### config.mk
export PLATFORM = sky130hd
export DESIGN_NAME = tmds_pipe_encoder
export DESIGN_NICKNAME = d
export VERILOG_FILES = /design/src/rtl/tmds_pkg.sv /design/src/rtl/tmds_tm_stage.sv /design/src/rtl/tmds_pipe_encoder.sv
export SDC_FILE = /design/constraint.sdc
export NUM_CORES = 1
export LEC_CHECK = 0
export ABC_AREA = 1
export CORE_MARGIN = 4
export CORE_UTILIZATION = 60
export DETAILED_ROUTE_END_ITERATION = 12
export GPL_TIMING_DRIVEN = 0
export PLACE_DENSITY_LB_ADDON = 0.08
export SKIP_CTS_REPAIR_TIMING = 1
export SLEW_MARGIN = 20
export SYNTH_ARGS = -nofsm -noshare
export SYNTH_HDL_FRONTEND = slang
export SYNTH_SLANG_ARGS = --single-unit
### constraint.sdc
create_clock -name clk_in -period 16.1 [get_ports clk_in]
set_input_delay 4.83 -clock clk_in [delete_from_list [all_inputs] [get_ports clk_in]]
set_output_delay 4.83 -clock clk_in [all_outputs]
set_load 0.01 [all_outputs]
### src/rtl/tmds_pkg.sv
// -----------------------------------------------------------------------------
// tmds_pkg
// Shared definitions for the pipelined TMDS encoder: period-type enum, the four
// control-period symbols, the two video guard-band symbols and the HDMI TERC4
// table. Symbols are written bit 9 first (MSB on the left).
// The TERC4 table is only referenced when TMDS_PIPE_TERC4_EN is defined.
// -----------------------------------------------------------------------------
package tmds_pkg;

   typedef enum logic [1:0] {
      MODE_CTRL   = 2'b00,
      MODE_VIDEO  = 2'b01,
      MODE_GUARD  = 2'b10,
      MODE_ISLAND = 2'b11
   } tmds_mode_e;

   // Indexed by {c1,c0}
   localparam logic [9:0] CTRL_CODE [4] = '{
      10'b1101010100,
      10'b0010101011,
      10'b0101010100,
      10'b1010101011
   };

   // Guard band: channels 0 and 2 (mod 3) use GUARD_CODE_0, channel 1 uses GUARD_CODE_1
   localparam logic [9:0] GUARD_CODE_0 = 10'b1011001100;
   localparam logic [9:0] GUARD_CODE_1 = 10'b0100110011;

   localparam logic [9:0] TERC4_TABLE [16] = '{
      10'b1010011100, 10'b1001100011, 10'b1011100100, 10'b1011100010,
      10'b0101110001, 10'b0100011110, 10'b0110001110, 10'b0100111100,
      10'b1011001100, 10'b0100111001, 10'b0110011100, 10'b1011000110,
      10'b1010001110, 10'b1001110001, 10'b0101100011, 10'b1011000011
   };

endpackage

### src/rtl/tmds_tm_stage.sv
// -----------------------------------------------------------------------------
// tmds_tm_stage
// Stage 1 of the TMDS pipeline for one channel: transition-minimised word q_m
// and the number of ones in q_m[7:0], both registered.
// Ports:
//   clk_i    rising-edge clock
//   rst_n_i  synchronous active-low reset
//   data_i   video byte
//   q_m_o    registered 9-bit transition-minimised word
//   ones_o   registered ones count of q_m[7:0] (0..8)
// -----------------------------------------------------------------------------
module tmds_tm_stage
   import tmds_pkg::*;
(
   input  logic       clk_i,
   input  logic       rst_n_i,
   input  logic [7:0] data_i,
   output logic [8:0] q_m_o,
   output logic [3:0] ones_o
);

   logic [8:0] q_m_d, q_m_q;
   logic [3:0] ones_d, ones_q;
   logic [3:0] data_ones;
   logic       use_xnor;

   always_comb begin
      data_ones = '0;
      for (int unsigned i = 0; i < 8; i++) begin
         data_ones = data_ones + {3'b000, data_i[i]};
      end
      use_xnor = (data_ones > 4'd4) || ((data_ones == 4'd4) && !data_i[0]);

      q_m_d    = '0;
      q_m_d[0] = data_i[0];
      for (int unsigned i = 1; i < 8; i++) begin
         q_m_d[i] = use_xnor ? ~(q_m_d[i-1] ^ data_i[i]) : (q_m_d[i-1] ^ data_i[i]);
      end
      q_m_d[8] = ~use_xnor;

      ones_d = '0;
      for (int unsigned i = 0; i < 8; i++) begin
         ones_d = ones_d + {3'b000, q_m_d[i]};
      end
   end

   always_ff @(posedge clk_i) begin
      if (!rst_n_i) begin
         q_m_q  <= '0;
         ones_q <= '0;
      end else begin
         q_m_q  <= q_m_d;
         ones_q <= ones_d;
      end
   end

   assign q_m_o  = q_m_q;
   assign ones_o = ones_q;

endmodule

### src/rtl/tmds_pipe_encoder.sv
// -----------------------------------------------------------------------------
// tmds_pipe_encoder
// Two-stage pipelined multi-channel TMDS encoder (DVI 1.0 video coding with DC
// balancing, control symbols, guard band, optional HDMI TERC4 data island).
// Optional feature: define TMDS_PIPE_TERC4_EN to encode mode 11 as TERC4 from
// terc4_in; otherwise mode 11 emits control symbols from control_in.
// Ports:
//   clk_in         rising-edge clock
//   rst_n_in       synchronous active-low reset
//   mode_in        00 control, 01 video, 10 guard band, 11 data island
//   data_in        video byte per channel, channel k at [8k+7:8k]
//   control_in     {c1,c0} per channel
//   terc4_in       data-island nibble per channel
//   tmds_out       registered 10-bit symbol per channel
//   disparity_out  signed running disparity per channel after tmds_out symbol
//   valid_out      high once the output stage holds a post-reset sample
// -----------------------------------------------------------------------------
module tmds_pipe_encoder
   import tmds_pkg::*;
#(
   parameter int unsigned NUM_CH = 3,
   parameter int unsigned DISP_W = 5
) (
   input  logic                       clk_in,
   input  logic                       rst_n_in,
   input  logic [1:0]                 mode_in,
   input  logic [8*NUM_CH-1:0]        data_in,
   input  logic [2*NUM_CH-1:0]        control_in,
   input  logic [4*NUM_CH-1:0]        terc4_in,
   output logic [10*NUM_CH-1:0]       tmds_out,
   output logic [DISP_W*NUM_CH-1:0]   disparity_out,
   output logic                       valid_out
);

   localparam logic signed [DISP_W-1:0] TWO = DISP_W'(2);

   // Stage 1 side-band registers travelling with q_m
   tmds_mode_e          mode_q;
   logic [2*NUM_CH-1:0] ctrl_q;
   logic                v1_q, v2_q;

`ifdef TMDS_PIPE_TERC4_EN
   logic [4*NUM_CH-1:0] terc4_q;

   always_ff @(posedge clk_in) begin
      if (!rst_n_in) terc4_q <= '0;
      else           terc4_q <= terc4_in;
   end
`else
   logic unused_terc4;
   assign unused_terc4 = ^terc4_in;
`endif

   always_ff @(posedge clk_in) begin
      if (!rst_n_in) begin
         mode_q <= MODE_CTRL;
         ctrl_q <= '0;
         v1_q   <= 1'b0;
         v2_q   <= 1'b0;
      end else begin
         mode_q <= tmds_mode_e'(mode_in);
         ctrl_q <= control_in;
         v1_q   <= 1'b1;
         v2_q   <= v1_q;
      end
   end

   assign valid_out = v2_q;

   for (genvar k = 0; k < NUM_CH; k++) begin : g_ch
      logic [8:0]               q_m;
      logic [3:0]               ones;
      logic [9:0]               tmds_d, tmds_q;
      logic signed [DISP_W-1:0] disp_d, disp_q;
      logic signed [DISP_W-1:0] bal;

      tmds_tm_stage u_tm (
         .clk_i   (clk_in),
         .rst_n_i (rst_n_in),
         .data_i  (data_in[8*k +: 8]),
         .q_m_o   (q_m),
         .ones_o  (ones)
      );

      always_comb begin
         tmds_d = '0;
         disp_d = '0;
         // ones - zeros of q_m[7:0], i.e. 2*ones - 8
         bal    = DISP_W'({1'b0, ones, 1'b0}) - DISP_W'(8);
         // An empty stage 1 (just out of reset) leaves the output stage cleared
         if (v1_q) begin
            case (mode_q)
               MODE_VIDEO: begin
                  if ((disp_q == '0) || (ones == 4'd4)) begin
                     tmds_d = {~q_m[8], q_m[8], (q_m[8] ? q_m[7:0] : ~q_m[7:0])};
                     disp_d = q_m[8] ? (disp_q + bal) : (disp_q - bal);
                  end else if ((!disp_q[DISP_W-1] && (ones > 4'd4)) ||
                               ( disp_q[DISP_W-1] && (ones < 4'd4))) begin
                     tmds_d = {1'b1, q_m[8], ~q_m[7:0]};
                     disp_d = disp_q - bal + (q_m[8] ? TWO : '0);
                  end else begin
                     tmds_d = {1'b0, q_m[8], q_m[7:0]};
                     disp_d = disp_q + bal - (q_m[8] ? '0 : TWO);
                  end
               end
               MODE_GUARD: begin
                  tmds_d = ((k % 3) == 1) ? GUARD_CODE_1 : GUARD_CODE_0;
               end
`ifdef TMDS_PIPE_TERC4_EN
               MODE_ISLAND: begin
                  tmds_d = TERC4_TABLE[terc4_q[4*k +: 4]];
               end
`endif
               default: begin
                  tmds_d = CTRL_CODE[ctrl_q[2*k +: 2]];
               end
            endcase
         end
      end

      always_ff @(posedge clk_in) begin
         if (!rst_n_in) begin
            tmds_q <= '0;
            disp_q <= '0;
         end else begin
            tmds_q <= tmds_d;
            disp_q <= disp_d;
         end
      end

      assign tmds_out[10*k +: 10]               = tmds_q;
      assign disparity_out[DISP_W*k +: DISP_W] = disp_q;
   end

endmodule

==> flow_summary.ini <==
[global_route]
met2_usage_pct = 40.70
busiest_layer = met2
grt_pass1_vias = 5150
antenna_found_initial = 0
gr-usage-met1_pct = 29.25
grt_overflow_total = 0
grt_max_degree = 16
grt_util_all_layers_pct = 23.04
grt_pass1_wl_um = 23570
met3_usage_pct = 3.766

[power_and_ir_drop]
ir_drop_v = 0.00008023
p_comb_share_pct = 60.8
swShare_pct = 44.37
p_sw_mw = 0.4962
p_seq_share_pct = 25.4
internal-power_mw = 0.6220
pwr_density_cell_mw_per_mm2 = 149.0
p_clk_share_pct = 13.9
p_leak_nw = 3.766

[placement]
routabilityCongestion = 0.8903
place_inst = 1005
hpwl_um = 11360
port_buffers = 76

[timing]
max_freq_mhz = 96.07
min_period_ns = 10.41
slew_headroom_pct = 59.96
setup_viol = 0
rsz0062_at_grt = false
final_max_slew_viol_count = 0
finalHoldViolCount = 0
fin_setup_tns_ns = 0
fin_skew_ns = 0.01622
min_period_over_period_pct = 64.65
worst_slew_pin_slew_ns = 0.6006

[floorplanning]
die_area_sq_mm = 0.01232
num_rows = 37
coreArea_sq_mm = 0.01032
start_util_pct = 61.65
dieHeight_um = 111.0
die_width_um = 111.0
ios = 92

[synth]
async_flop_share_pct = 0
synthTopCellsByArea = dfxtp_1, ha_1, fa_1
ys_ff_latch = 91
synth_area_leader_cell = dfxtp_1
synth_compound_area_share_pct = 8.374
synth-simple-area-share_pct = 18.46
yosysMostFrequentCell = inv_1
synth_top_area_share_pct = 28.62
avgSynthCellArea_sq_um = 8.047
yosys.area_share.xor_xnor_pct = 8.060
synth_ff_type = dfxtp_1
synth_top_family_by_area = adder cells
yosysUniqueCellTypes = 42
synth_edf_count = 0
synth_warnings = 0
synthAdderAreaFrac_pct = 25.63
syn_inst = 791
synth.mux.area_fraction_pct = 0.1769
yosys-top-cells-count = inv_1, nand2_1, dfxtp_1
ys_seq_area_share_pct = 28.62
syn_area_sq_mm = 0.006365

[cts]
tritoncts = built
cts-root-buf = clkbuf_8
path_clk_slew_ns = 0.09
clk-insertion-delay-late_ns = 0.35
cts_buffers = 9
cts_sinks = 91
cts_buffer_depth = 2
cts_htree_levels = 3

[setup_path]
cp_data_required_time_ns = 16.38
critPathKind = input port to flop
rr_worst_depth = 12
cp-start-kind = input port
cp_max_fo = 7
arrival_ns = 10.69
end_kind = flop

[cells_and_area]
finalNonFillerCells = 1020
insertedDiodeCount = 0
num-nets-final = 1033
area_growth_syn_to_layout_pct = 17.87
seq_area_sq_mm = 0.001822
multiInputGateArea_sq_mm = 0.003875
layout-drive-gt1-share_pct = 7.919
fill_cells = 833
finalCoreUtilization_pct = 72.67

[routing]
num_vias = 5154
drtAntennaViolNets = 0
drt_iter0_drc = 287
routed_via_density = 5.053
routed_wl_um = 13750
drtPass1Iterations = 5
drc = 0
routedWlPerCell_um = 13.48

[hold_path]
worstHoldPathCells = 2
hp-class = flop to flop

[outcome]
outcome = complete, no violations

[flow_run]
drv_cap = 0
[cell type report]
type / instances / area share (%)
Multi-Input combinational cell: 531 / 51.65
Tap cell: 136 / 2.268
Timing Repair Buffer: 76 / 10.14
Clock buffer: 10 / 1.835
Buffer: 16 / 1.251
Clock inverter: 5 / 0.8172
Sequential cell: 91 / 24.28
Inverter: 155 / 7.755
[power by group through the flow]
stage	sequential, mW	combinational (mW)	clock [mW]
2_1_floorplan	0.285	0.515	0
3_3_place_gp	0.287	0.632	0
3_5_place_dp	0.289	0.674	0
4_1_cts	0.283	0.679	0.157
5_1_grt	0.288	0.781	0.166
6_report	0.284	0.679	0.155
[logic make-up (layout without fill, tap and decap cells)]
| kind of cell | after synthesis | count (layout) |
|---|---|---|
| flops | 91 | 91 |
| xor+xnor | 53 | 53 |
| other cells | 1 | 3 |
| fa+ha+maj | 107 | 107 |
| simple gates | 272 | 272 |
| compound gates | 95 | 95 |
| mux | 1 | 1 |
| buf+inv | 171 | 262 |
[state kept, by name, indices dropped and copies added, names as in the netlist]
signal            count
valid_out             1
g_ch.u_tm.ones_o     12
ctrl_q                6
mode_q                2
g_ch.disp_q          12
g_ch.u_tm.q_m_o      27
g_ch.tmds_q          30
v1_q                  1
[worst max-delay path, stage by stage]
cell,delay (ns)
clkdlybuf4s50_1,0.51
ha_1,0.38
inv_1,0.07
fa_1,0.44
fa_1,0.49
inv_1,0.06
fa_1,0.41
fa_1,0.45
nor2_1,0.12
nand2_1,0.05
nand2_1,0.12
nand2_2,0.12
nand2_1,0.12
nand3_1,0.12
nand2_1,0.12
xor2_1,0.28
fa_1,0.46
inv_1,0.08
fa_1,0.43
fa_1,0.42
inv_1,0.09
fa_1,0.41
nor2_1,0.11
[layout by cell type (no fill, tap or decap), drive strengths merged, types with 15 or more instances in the layout]
cell / synthesis / routed
or2: 20 / 20
nor2: 56 / 56
clkbuf: 6 / 16
a21oi: 45 / 45
xor2: 38 / 38
ha: 68 / 68
fa: 39 / 39
o21ai: 33 / 33
nand3: 44 / 44
clkdlybuf4s50: 0 / 76
dfxtp: 91 / 91
xnor2: 15 / 15
nand2: 149 / 149
inv: 152 / 153
[stage by stage]
step | cell area (sq um) | hold WS [ns] | worst slack, ns | power (mW)
floorplan | 6372 | 0.4813 | 6.218 | 0.8007
global placement | 7303 | 0.5028 | 5.408 | 0.9194
detailed placement | 7303 | 0.5111 | 5.297 | 0.9622
CTS | 7502 | 0.5060 | 5.687 | 1.120
global route | 7502 | 0.5622 | 5.322 | 1.235
finish | 7502 | 0.5090 | 5.691 | 1.118
[final timing paths]
| check | from | end | slack (ns) |
|---|---|---|---|
| max | data_in[16] | g_ch[2].u_tm.ones_o[1] | 5.69 |
| min | g_ch[2].u_tm.q_m_o[4] | g_ch[2].tmds_q[4] | 0.51 |
| max reg2reg | g_ch[2].disp_q[1] | g_ch[2].disp_q[4] | 13.72 |
| min reg2reg | g_ch[2].u_tm.q_m_o[4] | g_ch[2].tmds_q[4] | 0.51 |
[layer usage]
| metal | part of all wire (%) | up-vias |
|---|---|---|
| met4 | 1.3 | 0 |
| li1 | - | 2596 |
| met3 | 5.2 | 17 |
| met2 | 50 | 150 |
| met1 | 43 | 2391 |
| met5 | 0 | - |
No activity file was read; power rests on OpenSTA's default activity.
